===== src/rtl/aes_link_pkg.sv =====
// Constants and state type shared by both ends of the 9-bit AES result link
// (shakehand + tx[7:0]).
package aes_link_pkg;

  localparam int LINK_NUM_BYTES = 16;
  localparam int LINK_WIDTH     = 9;

  typedef enum logic [1:0] {
    ST_IDLE = 2'd0,
    ST_SEND = 2'd1,
    ST_GAP  = 2'd2
  } link_state_e;

endpackage


===== src/rtl/aes_result_tx_if.sv =====
// Result handshake from the AES core plus the outgoing link and status.
// The transmitter uses the slave modport; the core/link side uses master.
interface aes_result_tx_if;

  logic [127:0] in_data;
  logic         in_valid;
  logic         in_ready;
  logic         shakehand;
  logic [7:0]   tx;
  logic         busy;
  logic [31:0]  frames_sent;

  modport slave (
    input  in_data, in_valid,
    output in_ready, shakehand, tx, busy, frames_sent
  );

  modport master (
    output in_data, in_valid,
    input  in_ready, shakehand, tx, busy, frames_sent
  );

endinterface


===== src/rtl/aes_result_tx.sv =====
// Serialises each 128-bit AES result into 16 bytes on the shakehand/tx link,
// with a one-deep pending buffer so the core can hand over the next result early.
//   state | meaning
//   IDLE  | waiting; loads the pending frame and emits byte 0 when one is held
//   SEND  | holding byte byte_idx on tx for BYTE_CYCLES cycles
//   GAP   | inter-frame idle for GAP_CYCLES cycles, tx and shakehand frozen
module aes_result_tx
  import aes_link_pkg::*;
#(
  parameter int BYTE_CYCLES = 4,
  parameter int GAP_CYCLES  = 2
) (
  input  logic           clk,
  input  logic           rst,
  aes_result_tx_if.slave link
);

  localparam int NUM_BYTES = LINK_NUM_BYTES;
  localparam int IW        = $clog2(NUM_BYTES);
  localparam int CNT_MAX   = (BYTE_CYCLES > GAP_CYCLES) ? BYTE_CYCLES : GAP_CYCLES;
  localparam int CW        = $clog2(CNT_MAX + 1);

  localparam logic [CW-1:0] BYTE_LAST = CW'(BYTE_CYCLES - 1);
  localparam logic [CW-1:0] GAP_LAST  = CW'(GAP_CYCLES - 1);
  localparam logic [IW-1:0] IDX_LAST  = IW'(NUM_BYTES - 1);

  link_state_e   state_q, state_d;
  logic [127:0]  pend_data_q, pend_data_d;
  logic          pend_valid_q, pend_valid_d;
  logic [127:0]  shift_q, shift_d;
  logic [7:0]    tx_q, tx_d;
  logic          sh_q, sh_d;
  logic [IW-1:0] byte_idx_q, byte_idx_d;
  logic [CW-1:0] hold_q, hold_d;
  logic [31:0]   frames_q, frames_d;
  logic          accept;

  // in_ready is !pend_valid_q, so an accept and an IDLE load never share an edge
  assign accept = link.in_valid && !pend_valid_q;

  always_ff @(posedge clk or posedge rst) begin
    if (rst) begin
      state_q      <= ST_IDLE;
      pend_data_q  <= '0;
      pend_valid_q <= 1'b0;
      shift_q      <= '0;
      tx_q         <= 8'h00;
      sh_q         <= 1'b0;
      byte_idx_q   <= '0;
      hold_q       <= '0;
      frames_q     <= '0;
    end else begin
      state_q      <= state_d;
      pend_data_q  <= pend_data_d;
      pend_valid_q <= pend_valid_d;
      shift_q      <= shift_d;
      tx_q         <= tx_d;
      sh_q         <= sh_d;
      byte_idx_q   <= byte_idx_d;
      hold_q       <= hold_d;
      frames_q     <= frames_d;
    end
  end

  always_comb begin
    state_d      = state_q;
    pend_data_d  = pend_data_q;
    pend_valid_d = pend_valid_q;
    shift_d      = shift_q;
    tx_d         = tx_q;
    sh_d         = sh_q;
    byte_idx_d   = byte_idx_q;
    hold_d       = hold_q;
    frames_d     = frames_q;

    if (accept) begin
      pend_data_d  = link.in_data;
      pend_valid_d = 1'b1;
    end

    case (state_q)
      ST_IDLE: begin
        if (pend_valid_q) begin
          tx_d         = pend_data_q[127:120];
          shift_d      = pend_data_q << 8;
          sh_d         = ~sh_q;
          byte_idx_d   = '0;
          hold_d       = '0;
          pend_valid_d = 1'b0;
          state_d      = ST_SEND;
        end
      end
      ST_SEND: begin
        if (hold_q == BYTE_LAST) begin
          hold_d = '0;
          if (byte_idx_q != IDX_LAST) begin
            tx_d       = shift_q[127:120];
            shift_d    = shift_q << 8;
            sh_d       = ~sh_q;
            byte_idx_d = byte_idx_q + 1'b1;
          end else begin
            frames_d = frames_q + 32'd1;
            state_d  = (GAP_CYCLES == 0) ? ST_IDLE : ST_GAP;
          end
        end else begin
          hold_d = hold_q + 1'b1;
        end
      end
      ST_GAP: begin
        if (hold_q == GAP_LAST) begin
          hold_d  = '0;
          state_d = ST_IDLE;
        end else begin
          hold_d = hold_q + 1'b1;
        end
      end
      default: state_d = ST_IDLE;
    endcase
  end

  assign link.in_ready    = !pend_valid_q;
  assign link.shakehand   = sh_q;
  assign link.tx          = tx_q;
  assign link.busy        = (state_q != ST_IDLE) || pend_valid_q;
  assign link.frames_sent = frames_q;

endmodule


===== src/flat_wrapper.sv =====
// flat-port wrapper written by rule: the top's interface ports become plain ports
module aes_result_tx_flat import aes_link_pkg::*;
#(
  parameter int BYTE_CYCLES = 4,
  parameter int GAP_CYCLES  = 2
)
  (clk, rst, link_in_data, link_in_valid, link_in_ready, link_shakehand, link_tx, link_busy, link_frames_sent);
  aes_result_tx_if link_i ();
  input  logic clk;
  input  logic rst;
  input wire logic [$bits(link_i.in_data)-1:0] link_in_data;
  input wire logic [$bits(link_i.in_valid)-1:0] link_in_valid;
  output wire logic [$bits(link_i.in_ready)-1:0] link_in_ready;
  output wire logic [$bits(link_i.shakehand)-1:0] link_shakehand;
  output wire logic [$bits(link_i.tx)-1:0] link_tx;
  output wire logic [$bits(link_i.busy)-1:0] link_busy;
  output wire logic [$bits(link_i.frames_sent)-1:0] link_frames_sent;
  assign link_i.in_data = link_in_data;
  assign link_i.in_valid = link_in_valid;
  assign link_in_ready = link_i.in_ready;
  assign link_shakehand = link_i.shakehand;
  assign link_tx = link_i.tx;
  assign link_busy = link_i.busy;
  assign link_frames_sent = link_i.frames_sent;
  aes_result_tx #(.BYTE_CYCLES(BYTE_CYCLES), .GAP_CYCLES(GAP_CYCLES)) u_core (.clk(clk), .rst(rst), .link(link_i));
endmodule

===== config.mk =====
export PLATFORM = sky130hd
export DESIGN_NAME = aes_result_tx_flat
export DESIGN_NICKNAME = d
export VERILOG_FILES = /design/src/rtl/aes_link_pkg.sv /design/src/rtl/aes_result_tx_if.sv /design/src/rtl/aes_result_tx.sv /design/src/flat_wrapper.sv
export SDC_FILE = /design/constraint.sdc
export NUM_CORES = 1
export LEC_CHECK = 0
export ABC_AREA = 1
export CAP_MARGIN = 40
export CORE_MARGIN = 3
export CORE_UTILIZATION = 59
export CTS_CLUSTER_DIAMETER = 80
export DETAILED_ROUTE_END_ITERATION = 8
export PLACE_DENSITY = 0.85
export SLEW_MARGIN = 20
export SYNTH_ARGS = -nofsm -noshare
export SYNTH_HDL_FRONTEND = slang
export SYNTH_SLANG_ARGS = --single-unit

===== constraint.sdc =====
create_clock -name clk -period 21.2 [get_ports clk]
set_input_delay 3.18 -clock clk [delete_from_list [all_inputs] [get_ports clk]]
set_output_delay 3.18 -clock clk [all_outputs]
set_load 0.02 [all_outputs]

==> run summary <==
Post-synth net total: 1,415. For the met2 global-route usage, the log shows 0.410. The tools report the number of levels in the clock H-tree as 1. The worst setup path is captured at an output port. The tightest min-delay check is of the flip-flop to flip-flop type. The number of buffers inserted by hold repair at cts was 0; the total power per unit cell area was 88.4 nW/um^2.

The horizontal extent of the die came out at 153 um. After routing the design area is 15,800 sq um. Setup TNS: 0 ns.

After detailed routing, the number of vias per cell comes to 5.67. The total routing usage reported by global routing was 0.241; the global-route wire length before repair was 47,400 um. For the worst-skew pair, the clock arrives at the later sink with an insertion delay of 0.54 ns. Cell area after technology mapping: 12,800 sq um. The worst slew slack as a fraction of its limit is 0.488, and the total via count after detailed routing is 9,747.

The setup check on the worst reg-to-reg path leaves a slack of 17.60 ns. Dividing the detail-routed wire length by the instance count gives 16.8 um. The row count is 53. Count of cells resized by post-cts repair: 0. The total routed wirelength came out at 28,800 um. After legalization and detailed placement, the total HPWL measured 18,500 um.

The tools report the startpoint type of the worst setup path as a flip-flop. Counting along the longest clock path gives a buffer depth of 3. The logs give 124 for the pin count of the biggest net entering global routing and 0 for the max-slew violation count. After floorplanning, the core was sized to cover 21,200 sq um.

The tools report the initial standard-cell utilization of the core as 0.606. At the end of routability-driven placement, the weighted congestion stood at 0.866. STA puts the critical path data required time at 18.02 ns. TritonCTS built the clock tree.

The die covers 23,500 sq um. For this run, design rule violations remaining after detail routing come to 0. Summing internal, switching and leakage power gives 1.40 mW.

The area of placed instances came out at 14,700 sq um. 174 I/O pins were placed. The number of buffers added by the clock tree synthesis step came out at 30. The run gives 0 as the buffers inserted during post-CTS setup optimization.

The share of the clock period used by the worst path works out to 0.248. In this run the tool buffered the top-level ports with 173 buffer cells. The analysis attributes to cell leakage a power of 6.93 nW.

The antenna violation net count after detailed routing was 0. After global routing the overflow that remains totals 0. The die is 153 um tall. Max-cap violations in this run came to 0.

After detailed placement, the design holds a cell count of 1,663. CTS saw 299 sinks. The total number of yosys warnings was 0; the number of antenna diodes was 0. Setup repair after global routing left no endpoint under its margin. The number of nets in the layout is 1,562, and the setup skew after layout is 0.00836 ns. In this run, synthesis inferred 0 flip-flops with an integrated enable. The number of different library cells in the post-synthesis netlist is 28, and the number of iterations in the first detailed-routing pass is 5. Timing would allow up to 190 MHz. In this run the worst path has a maximum fanout of 4. The area growth from synthesis to final layout was 23.5%; the number of synthesized register bits was 299. After clock tree synthesis, the clock-pin slew on the worst setup and hold paths is 0.06 ns.

Setup violations remaining at the end of the flow were counted as 0. The first routing iteration left 741 violations. The tools report the maximum resistive drop on vdd as 0.0709 mV.

Among all flip-flop cells after synthesis, the most frequent one is sky130_fd_sc_hd__dfrtp_1. Routing usage on met3: 0.0326. The flow ran to the end, and the final reports show no timing, DRC or antenna violations. The run gives 0 as the count of endpoints failing hold in the final timing report.

The class of the most critical setup path is flip-flop to output port. Met1 capacity usage during global routing: 0.321. At the pin with the least slew margin, the transition time is 0.768 ns. After global routing, the most crowded layer is met2. Each instance of the synthesized netlist takes up on average 10.1 sq um. The tools report the via count of the first global-routing pass as 9,895.

Data on the critical path arrives at its endpoint at 2.07 ns. Excluding fillers, the count of instances in the completed layout stands at 1,718. The share of cells above drive strength 1 came out at 0.137.

The tree is rooted in a sky130_fd_sc_hd__clkbuf_16. The run gives 0 as the number of antenna violations at the first check in global routing. Synthesis handed over a netlist of 1,274 instances. The run gives 0.584 as the part of the Yosys area used for sequential elements. The share of async-settable or async-resettable flops after synthesis came out at 1.00. The routed design could run at a clock period as short as 5.25 ns.
## worst max-delay path, cell delays in order, from the launching register on
cell and delay [ns]:
sky130_fd_sc_hd__dfrtp_1 0.41, sky130_fd_sc_hd__inv_1 0.08, sky130_fd_sc_hd__ha_1 0.26, sky130_fd_sc_hd__nand2_2 0.14
sky130_fd_sc_hd__clkdlybuf4s50_1 0.63
## cell type report
cell class / count / area, sq um
Clock inverter: 14 / 176
Sequential cell: 299 / 7480
Clock buffer: 40 / 870
Fill cell: 1400 / 5330
Inverter: 58 / 228
Multi-Input combinational cell: 847 / 4790
Tap cell: 275 / 344
Timing Repair Buffer: 185 / 1930
## synth_stat cells, types with 5 or more instances
master                       n  share of area
sky130_fd_sc_hd__a21oi_1    11         0.0043
sky130_fd_sc_hd__nor2_1    160          0.047
sky130_fd_sc_hd__clkbuf_1   25         0.0073
sky130_fd_sc_hd__xor2_1     14         0.0096
sky130_fd_sc_hd__nand4_1     7         0.0034
sky130_fd_sc_hd__nand2_1   331          0.097
sky130_fd_sc_hd__mux2_2    120           0.11
sky130_fd_sc_hd__ha_1       10         0.0098
sky130_fd_sc_hd__a31oi_1   120          0.059
sky130_fd_sc_hd__buf_2      36          0.014
sky130_fd_sc_hd__xnor2_1     8         0.0055
sky130_fd_sc_hd__dfrtp_1   299           0.58
sky130_fd_sc_hd__nand3_1    28          0.011
sky130_fd_sc_hd__buf_6       5         0.0044
sky130_fd_sc_hd__o21ai_0    19         0.0074
sky130_fd_sc_hd__inv_1      56          0.016
sky130_fd_sc_hd__nor3_1      5         0.0020
## flip-flops by register name (all words and copies together), names as in the netlist
name and flops:
u_core.pend_valid_q 1, u_core.state_q 2, u_core.link.shakehand 1, u_core.byte_idx_q 4, u_core.shift_q 120, u_core.hold_q 3
u_core.link.tx 8, u_core.pend_data_q 128, u_core.link.frames_sent 32
## through the flow
| step | worst slack [ns] | util | hold slack (ns) |
|---|---|---|---|
| after floorplan | 9.76 | - | 0.453 |
| after global placement | 15.50 | 0.691 | 0.455 |
| after detailed placement | 15.94 | 0.697 | 0.463 |
| after CTS | 15.94 | 0.747 | 0.475 |
| after global routing | 15.87 | 0.748 | 0.491 |
| final | 15.95 | 0.748 | 0.469 |
## report_power, final
part	leakage (nW)	switching, mW	total (mW)	internal [mW]
logic	2.59	0.0475	0.136	0.0887
clock network	0.521	0.218	0.553	0.335
registers	3.82	0.0493	0.709	0.660
## final timing paths
kind	end	cells past startpoint	from
min in group asynchronous	u_core.pend_data_q[36]	2	rst
max in group asynchronous	u_core.link.frames_sent[25]	5	rst
min	u_core.link.shakehand	1	u_core.link.shakehand
max	link_busy	4	u_core.state_q[0]
max reg2reg	u_core.shift_q[71]	9	u_core.state_q[1]
min reg2reg	u_core.link.shakehand	1	u_core.link.shakehand
## layout by cell type (no fill, tap or decap), drive strengths merged
cell	n
xnor2	8
bufinv	4
mux2	120
o22ai	1
ha	10
clkbuf	40
clkdlybuf4s50	173
nand4	7
nand3b	2
a31oi	120
clkinvlp	1
nor2	163
clkinv	9
nand3	31
a21oi	11
xor2	14
inv	58
o2bb2ai	1
buf	12
nor3	7
dfrtp	299
o21ai	19
nand2	333
## cell families after synthesis
logic type / Yosys count / share of synthesized area
buf+inv: 128 / 0.0451
compound gates: 152 / 0.0715
flops: 299 / 0.584
mux: 120 / 0.105
simple gates: 543 / 0.169
fa+ha+maj: 10 / 0.00976
xor+xnor: 22 / 0.0150
## routing by layer
metal	part of all wire	routed length [um]	vias up
met4	0.030	874	0
met5	0	0	-
met3	0.053	1530	79
li1	-	-	4512
met2	0.50	14400	332
met1	0.42	12000	4824
No activity file was read; power rests on OpenSTA's default activity.
